===== config.mk =====
export PLATFORM = sky130hd
export DESIGN_NAME = softplus_sq_sweep_capture
export DESIGN_NICKNAME = d
export VERILOG_FILES = /design/src/rtl/softplus_sq_sweep_capture.sv
export SDC_FILE = /design/constraint.sdc
export NUM_CORES = 1
export LEC_CHECK = 0
export ABC_CLOCK_PERIOD_IN_PS = 5000
export CAP_MARGIN = 15
export CORE_ASPECT_RATIO = 0.6
export CORE_MARGIN = 2
export CORE_UTILIZATION = 57
export DETAILED_ROUTE_END_ITERATION = 6
export PLACE_DENSITY = 0.81
export RECOVER_POWER = 50
export SYNTH_ARGS = -nofsm -noshare
export SYNTH_HDL_FRONTEND = slang
export SYNTH_SLANG_ARGS = --single-unit
export TNS_END_PERCENT = 10

===== constraint.sdc =====
create_clock -name clock -period 5 [get_ports clock]
set_input_delay 1.25 -clock clock [delete_from_list [all_inputs] [get_ports clock]]
set_output_delay 1.25 -clock clock [all_outputs]
set_load 0.1 [all_outputs]

===== src/rtl/softplus_sq_sweep_capture.sv =====
// Sweep engine for the softplus^2 approximator: issues a Q8.8 operand ramp, captures
// (x, result) pairs into a credit-protected FIFO, flags non-monotonic results.
module softplus_sq_sweep_capture #(
    parameter int               WIDTH      = 16,
    parameter logic [WIDTH-1:0] START      = 16'hF800,
    parameter logic [WIDTH-1:0] STOP       = 16'h0800,
    parameter int               APPROX_LAT = 0,
    parameter int               FIFO_DEPTH = 4
) (
    input  logic             clock,
    input  logic             rst,
    input  logic             start,
    output logic [WIDTH-1:0] operand,
    input  logic [WIDTH-1:0] result,
    output logic             m_valid,
    input  logic             m_ready,
    output logic [WIDTH-1:0] m_x,
    output logic [WIDTH-1:0] m_y,
    output logic             busy,
    output logic             done,
    output logic             mono_err,
    output logic [15:0]      err_count,
    output logic [16:0]      sample_cnt
);

    localparam int AW = (FIFO_DEPTH > 1) ? $clog2(FIFO_DEPTH) : 1;
    localparam int CW = AW + 1;
    localparam int PL = (APPROX_LAT > 0) ? APPROX_LAT : 1;
    localparam logic [CW:0] DEPTH_C = (CW + 1)'(FIFO_DEPTH);

    typedef enum logic [1:0] {
        S_IDLE  = 2'd0,
        S_SWEEP = 2'd1,
        S_DRAIN = 2'd2,
        S_DONE  = 2'd3
    } state_t;

    state_t           state_r;
    logic [WIDTH-1:0] operand_r;
    logic             busy_r;
    logic             done_r;
    logic             mono_err_r;
    logic [15:0]      err_count_r;
    logic [16:0]      sample_cnt_r;
    logic [WIDTH-1:0] prev_y_r;
    logic             have_prev_r;

    logic [WIDTH-1:0] mem_x_r [FIFO_DEPTH];
    logic [WIDTH-1:0] mem_y_r [FIFO_DEPTH];
    logic [AW-1:0]    wptr_r;
    logic [AW-1:0]    rptr_r;
    logic [CW-1:0]    fifo_count_r;

    logic [CW-1:0]    inflight_s;
    logic [CW:0]      credit_s;
    logic             issue_s;
    logic             push_s;
    logic             pop_s;
    logic [WIDTH-1:0] exit_x_s;

    // Credit: FIFO entries plus results still in the approximator never exceed the depth
    always_comb begin
        credit_s = {1'b0, fifo_count_r} + {1'b0, inflight_s};
        issue_s  = (state_r == S_SWEEP) && (credit_s < DEPTH_C);
        pop_s    = (fifo_count_r != CW'(0)) && m_ready;
    end

    generate
        if (APPROX_LAT == 0) begin : g_comb
            assign push_s     = issue_s;
            assign exit_x_s   = operand_r;
            assign inflight_s = CW'(0);
        end else begin : g_pipe
            logic [PL-1:0]    vld_r;
            logic [WIDTH-1:0] x_r [PL];
            logic [CW-1:0]    cnt_r;

            // x tag / valid shift register aligned with the approximator latency
            always_ff @(posedge clock) begin
                if (!rst) begin
                    vld_r <= {PL{1'b0}};
                    for (int i = 0; i < PL; i++) x_r[i] <= {WIDTH{1'b0}};
                    cnt_r <= CW'(0);
                end else begin
                    vld_r[0] <= issue_s;
                    x_r[0]   <= operand_r;
                    for (int i = 1; i < PL; i++) begin
                        vld_r[i] <= vld_r[i-1];
                        x_r[i]   <= x_r[i-1];
                    end
                    cnt_r <= cnt_r + CW'(issue_s) - CW'(vld_r[PL-1]);
                end
            end

            assign push_s     = vld_r[PL-1];
            assign exit_x_s   = x_r[PL-1];
            assign inflight_s = cnt_r;
        end
    endgenerate

    // Capture FIFO storage, pointers and occupancy
    always_ff @(posedge clock) begin
        if (!rst) begin
            for (int i = 0; i < FIFO_DEPTH; i++) begin
                mem_x_r[i] <= {WIDTH{1'b0}};
                mem_y_r[i] <= {WIDTH{1'b0}};
            end
            wptr_r       <= AW'(0);
            rptr_r       <= AW'(0);
            fifo_count_r <= CW'(0);
        end else begin
            if (push_s) begin
                mem_x_r[wptr_r] <= exit_x_s;
                mem_y_r[wptr_r] <= result;
                wptr_r          <= wptr_r + AW'(1);
            end
            if (pop_s) begin
                rptr_r <= rptr_r + AW'(1);
            end
            case ({push_s, pop_s})
                2'b10:   fifo_count_r <= fifo_count_r + CW'(1);
                2'b01:   fifo_count_r <= fifo_count_r - CW'(1);
                default: fifo_count_r <= fifo_count_r;
            endcase
        end
    end

    // Sweep FSM, operand ramp and monotonicity monitor
    always_ff @(posedge clock) begin
        if (!rst) begin
            state_r      <= S_IDLE;
            operand_r    <= START;
            busy_r       <= 1'b0;
            done_r       <= 1'b0;
            mono_err_r   <= 1'b0;
            err_count_r  <= 16'h0000;
            sample_cnt_r <= 17'd0;
            prev_y_r     <= {WIDTH{1'b0}};
            have_prev_r  <= 1'b0;
        end else begin
            case (state_r)
                S_IDLE: begin
                    done_r <= 1'b0;
                    if (start) begin
                        state_r      <= S_SWEEP;
                        operand_r    <= START;
                        busy_r       <= 1'b1;
                        mono_err_r   <= 1'b0;
                        err_count_r  <= 16'h0000;
                        sample_cnt_r <= 17'd0;
                        have_prev_r  <= 1'b0;
                    end
                end
                S_SWEEP: begin
                    if (issue_s) begin
                        operand_r <= operand_r + WIDTH'(1);
                        if (operand_r == STOP) begin
                            state_r <= S_DRAIN;
                        end
                    end
                end
                S_DRAIN: begin
                    if ((inflight_s == CW'(0)) && (fifo_count_r == CW'(0))) begin
                        state_r <= S_DONE;
                        busy_r  <= 1'b0;
                        done_r  <= 1'b1;
                    end
                end
                S_DONE: begin
                    state_r   <= S_IDLE;
                    done_r    <= 1'b0;
                    operand_r <= START;
                end
                default: begin
                    state_r <= S_IDLE;
                    busy_r  <= 1'b0;
                    done_r  <= 1'b0;
                end
            endcase

            // pushes only happen in SWEEP/DRAIN, so they never collide with the start clear
            if (push_s) begin
                sample_cnt_r <= sample_cnt_r + 17'd1;
                prev_y_r     <= result;
                have_prev_r  <= 1'b1;
                if (have_prev_r && (result < prev_y_r)) begin
                    mono_err_r <= 1'b1;
                    if (err_count_r != 16'hFFFF) begin
                        err_count_r <= err_count_r + 16'd1;
                    end
                end
            end
        end
    end

    assign operand    = operand_r;
    assign m_valid    = (fifo_count_r != CW'(0));
    assign m_x        = mem_x_r[rptr_r];
    assign m_y        = mem_y_r[rptr_r];
    assign busy       = busy_r;
    assign done       = done_r;
    assign mono_err   = mono_err_r;
    assign err_count  = err_count_r;
    assign sample_cnt = sample_cnt_r;

endmodule


# Yosys cells after proc, flatten, opt, wreduce, memory -nomap -nowiden
# Memory sizes are Yosys's and may differ from the RTL's. A register that Yosys moved wholly into a read port is not among the register bits.
# Cells that the tools add are included.
[totals] ff_bits=78 latch_bits=0 mem_bits_rw=128 rom_bits=0 in_bits=20 wordCells=97 mem_count=2
[mem_list] memory="mem_x_r" depth=4 width=16 read_ports=1 rd_clocked_by_memory_dff=1 write_ports=4 line="48" source="logic [WIDTH-1:0] mem_x_r [FIFO_DEPTH];"
[mem_list] memory="mem_y_r" depth=4 width=16 read_ports=1 rd_clocked_by_memory_dff=1 write_ports=4 line="49" source="logic [WIDTH-1:0] mem_y_r [FIFO_DEPTH];"
[classes] addsub=7 mul=0 div=0 order_cmp=2 n_eq_ne=11 n_shift=0 muxes=43 bitwise=0 reduce_logical=20
[op_table] operator="16-bit 2-to-1 mux" n=9
[op_table] operator="17-bit 2-to-1 mux" n=3
[op_table] operator="16-bit case mux with 3 select lines" n=1
[op_table] operator="16-bit by 1-bit adder with 16-bit output, second input constant" n=2
[op_table] operator="16-bit OR reduction" n=2
[op_table] operator="2-bit 2-to-1 mux" n=10
[op_table] operator="17-bit by 1-bit adder with 17-bit output, second input constant" n=1
[op_table] operator="16-bit by 12-bit == test with 1-bit output, second input constant" n=1
[op_table] operator="16-bit less-than comparator" n=1
[op_table] operator="1-bit 2-to-1 mux" n=16
[op_table] operator="16-bit inequality test, second input constant" n=1
[op_table] operator="2-bit nonzero test" n=5
[op_table] operator="2-bit case mux with 4 select lines" n=1
[op_table] operator="2-bit == test, second input constant" n=3
[op_table] operator="2-bit inequality test, second input constant" n=3
[op_table] operator="3-bit case mux with 2 select lines" n=1
[op_table] operator="3-bit AND reduction" n=2
[op_table] operator="3-bit nonzero test" n=2
[op_table] operator="2-bit by 1-bit adder with 2-bit output, second input constant" n=2
[op_table] operator="2-bit by 1-bit == test with 1-bit output, second input constant" n=2
[op_table] operator="1-bit case mux with 2 select lines" n=2
[op_table] operator="2-bit AND reduction" n=2
[op_table] operator="4-bit AND reduction" n=1
[op_table] operator="3-bit by 1-bit adder with 3-bit output, second input constant" n=1
[op_table] operator="7 further kinds" n=9

# Depth between registers and ports, before layout
[logic_depth] word_depth=7 depth_mapped=12 mapped_depth_nobuf=10

# Least setup slack after synthesis
# OpenSTA, ideal clock, no wires.
[synth_path] path_type="reg2reg" from="register state_r[1]" to="memory mem_x_r[1][0] (enable)" setup_time_ns=0.466 t_arrival_ns=3.502 required_time_ns=4.534 slack_ns=1.033 stages_incl_launch_ff=8 n_path_buf=2 period_less_slack_ns=3.967 path_cell_list="dfxtp_1 > inv_1 > ha_1 > and2b_1 > inv_1 > clkbuf_1 > clkbuf_1 > o21ai_0"
[synth_lines] item="start, declared" line="38" source="state_t state_r;"
[synth_lines] item="start signal, assigned" line="131" source="state_r <= S_IDLE;"
[synth_lines] item="start signal, assigned" line="145" source="state_r <= S_SWEEP;"
[synth_lines] item="start signal, assigned" line="158" source="state_r <= S_DRAIN;"
[synth_lines] item="end, declared" line="48"

==> flow_summary.json <==
{
  "outcome": "finished with violations",
  "failed_checks": "capacitance limit, slew limit",
  "post-cts-setup-buffers": 0,
  "worst_slew_margin_rel": -0.8330,
  "first_pass_grt_wire_length_mm": 36.44,
  "path_class": "in -> reg",
  "period_needed_ns": 4.222,
  "cts-buffers-inserted": 20,
  "peak_supply_drop_mv": 0.4502,
  "clock_path_buffers": 3,
  "route.antenna.remaining_nets": 0,
  "critPathMaxFanout": 57,
  "worstMarginPinSlew_ns": 2.750,
  "final_nets": 1011,
  "average_via_count_per_standard_cell": 5.833,
  "grt_antenna_before_repair": 0,
  "die_height_um": 104.1,
  "synth.yosys.seq_area_share": 0.5725,
  "timing.critical_path.from_type": "input port",
  "drt-wirelength-per-cell_um": 19.08,
  "detail_route.iter0.violations": 664,
  "synth.net_count": 918,
  "site_row_count": 36,
  "post-dp-hpwl_mm": 14.74,
  "max_clock_freq_mhz": 236.9,
  "synth-seq-cells": 208,
  "setup_total_negative_slack_ns": 0,
  "synth-warning-count": 0,
  "finalWirelength_mm": 23.07,
  "ctsHoldBuffers": 0,
  "ctsHtreeMaxLevel": 1,
  "post_synth_instance_area_mm2": 0.009512,
  "rsz0062_at_grt": "no",
  "layout.cells.most_common": "sky130_fd_sc_hd__edfxtp_1",
  "leakagePower_uw": 0.004179,
  "clk_transition_reported_paths_ns": 0.07,
  "remaining_drc_errors": 0,
  "mostFrequentLayoutCells": "sky130_fd_sc_hd__edfxtp_1 (128), sky130_fd_sc_hd__nor2_1 (112), sky130_fd_sc_hd__nand2_1 (111), sky130_fd_sc_hd__dfxtp_1 (79), sky130_fd_sc_hd__clkdlybuf4s50_1 (66)",
  "req_time_crit_path_ns": 5.42,
  "die_area_mm2": 0.01777,
  "place.gp.congestion": 0.8502,
  "numPortBuffers": 104,
  "root_buffer_cell": "sky130_fd_sc_hd__clkbuf_16",
  "start_util": 0.5849,
  "largest_net_degree_at_the_start_of_global_routing": 58,
  "grt_util_all_layers": 0.2629,
  "firstDrtPassIters": 5,
  "num_antenna_cells": 0,
  "synthesis.area_per_instance_um2": 10.88,
  "asr_flop_ratio_synth": 0,
  "setup_viol": 0,
  "cts_tree": "built",
  "finClkSkew_ns": 0.01029,
  "io_pins": 105,
  "core-area_mm2": 0.01626,
  "cts_repair_resize_count": 0,
  "syn-instance-count": 874,
  "period_utilisation_layout": 0.8443,
  "powerDensity_mw_per_mm2": 556.9,
  "worst_hold_path_type": "reg -> reg",
  "finalCoreUtilization": 0.6948,
  "r2r_setup_slack_ns": 0.79,
  "finalHoldViolations": 0,
  "timing.critical_path.slowest_cell_delay_ns": 1.95,
  "synth_enable_flop_cells": 128,
  "cap_viol_max_count": 3,
  "final_max_slew_viol_count": 91,
  "clock_sinks": 208,
  "dominantRegCellSynth": "sky130_fd_sc_hd__edfxtp_1",
  "crit_chain": "dlygate4sd3_1, clkinv_1, clkbuf_1, nor2_1, nand2_1",
  "global_route.overflow_total": 0,
  "first_global_vias": 6751,
  "syn_to_final_growth_pct": 18.78,
  "cp_data_arrival_time_ns": 4.64,
  "worst_path_max_delay_cell": "sky130_fd_sc_hd__clkbuf_1",
  "insertion_delay_ns": 0.50,
  "detailroute.via_count": 7052,
  "layout-drive-gt1-share": 0.1172,
  "cp-end-kind": "flop",
  "chipWidth_um": 170.8,
  "netlist-cell-type-count": 60
}
[cells in the mapped netlist, drive strengths merged, types with 9 or more instances]
cell / instances / area share
nand2: 113 / 0.045
ha: 23 / 0.030
inv: 62 / 0.024
nand4: 14 / 0.0092
mux4: 32 / 0.076
nor3: 14 / 0.0074
buf: 9 / 0.0037
dfxtp: 80 / 0.17
clkbuf: 37 / 0.015
edfxtp: 128 / 0.40
xnor2: 12 / 0.011
or3: 9 / 0.0064
and2: 33 / 0.022
nand3: 27 / 0.014
nor2: 112 / 0.044
a21oi: 51 / 0.027
xor2: 12 / 0.011
o21ai: 25 / 0.014
[logic make-up after synthesis]
group / count (synthesis) / share of synthesized area
simple gates: 363 / 0.1789
fa+ha+maj: 24 / 0.03236
flops: 208 / 0.5725
compound gates: 112 / 0.07235
buf+inv: 108 / 0.04275
mux: 35 / 0.07906
xor+xnor: 24 / 0.02210
[final cells by class]
| type | count | area [µm²] |
|---|---|---|
| Sequential cell | 208 | 5446 |
| Fill cell | 1159 | 4962 |
| Multi-Input combinational cell | 558 | 3665 |
| Timing Repair Buffer | 117 | 1033 |
| Clock buffer | 28 | 561.8 |
| Tap cell | 228 | 285.3 |
| Inverter | 62 | 232.7 |
| Clock inverter | 8 | 73.82 |
[registers in the layout (all words and copies together), names as in the netlist, named ones only]
| name | count |
|---|---|
| mem_x_r | 64 |
| mem_y_r | 64 |
| sample_cnt | 17 |
| err_count | 16 |
| operand | 16 |
| prev_y_r | 16 |
| fifo_count_r | 3 |
| rptr_r | 2 |
| state_r | 2 |
| wptr_r | 2 |
| busy | 1 |
| done | 1 |
| have_prev_r | 1 |
| mono_err | 1 |
[path summary, 6_finish.rpt]
| path | startpoint | endpoint | cells past startpoint |
|---|---|---|---|
| hold / removal | prev_y_r[2] | prev_y_r[2] | 2 |
| hold reg to reg | prev_y_r[2] | prev_y_r[2] | 2 |
| setup reg to reg | state_r[1] | mem_y_r[3][9] | 7 |
| setup / recovery | rst | operand[12] | 5 |
[layer usage]
| layer | GRT usage | vias up | wire length (µm) |
|---|---|---|---|
| met2 | 0.3884 | 369 | 10060 |
| li1 | - | 3265 | - |
| met4 | 0.05617 | 0 | 394 |
| met5 | 0 | - | 0 |
| met3 | 0.05023 | 37 | 2331 |
| met1 | 0.4052 | 3381 | 10290 |
[through the flow]
| step | setup WS [ns] | power [µW] | cells | instance area, µm² | hold slack (ns) |
|---|---|---|---|---|---|
| floorplan | 1.033 | 4241 | 874 | 9512 | 0.4363 |
| global placement | 0.9345 | 4803 | 1173 | 10700 | 0.4428 |
| detailed placement | 0.8631 | 4840 | 1173 | 10700 | 0.4502 |
| CTS | 1.083 | 6321 | 1209 | 11340 | 0.4589 |
| global route | 0.5107 | 6537 | 1209 | 11300 | 0.4796 |
| finish | 0.7783 | 6292 | 1209 | 11300 | 0.4564 |
[power by group]
part           switching (µW)  internal, µW  total (µW)
Clock                     646           842        1490
Combinational            1910           658        2570
Sequential                162          2070        2240
Total                    2720          3570        6290
[critical path: cells and delay by family]
family / cells / cell delay, ns
buf+inv: 3 / 2.73
simple gates: 2 / 0.65
(Power assumes the default switching activity.)
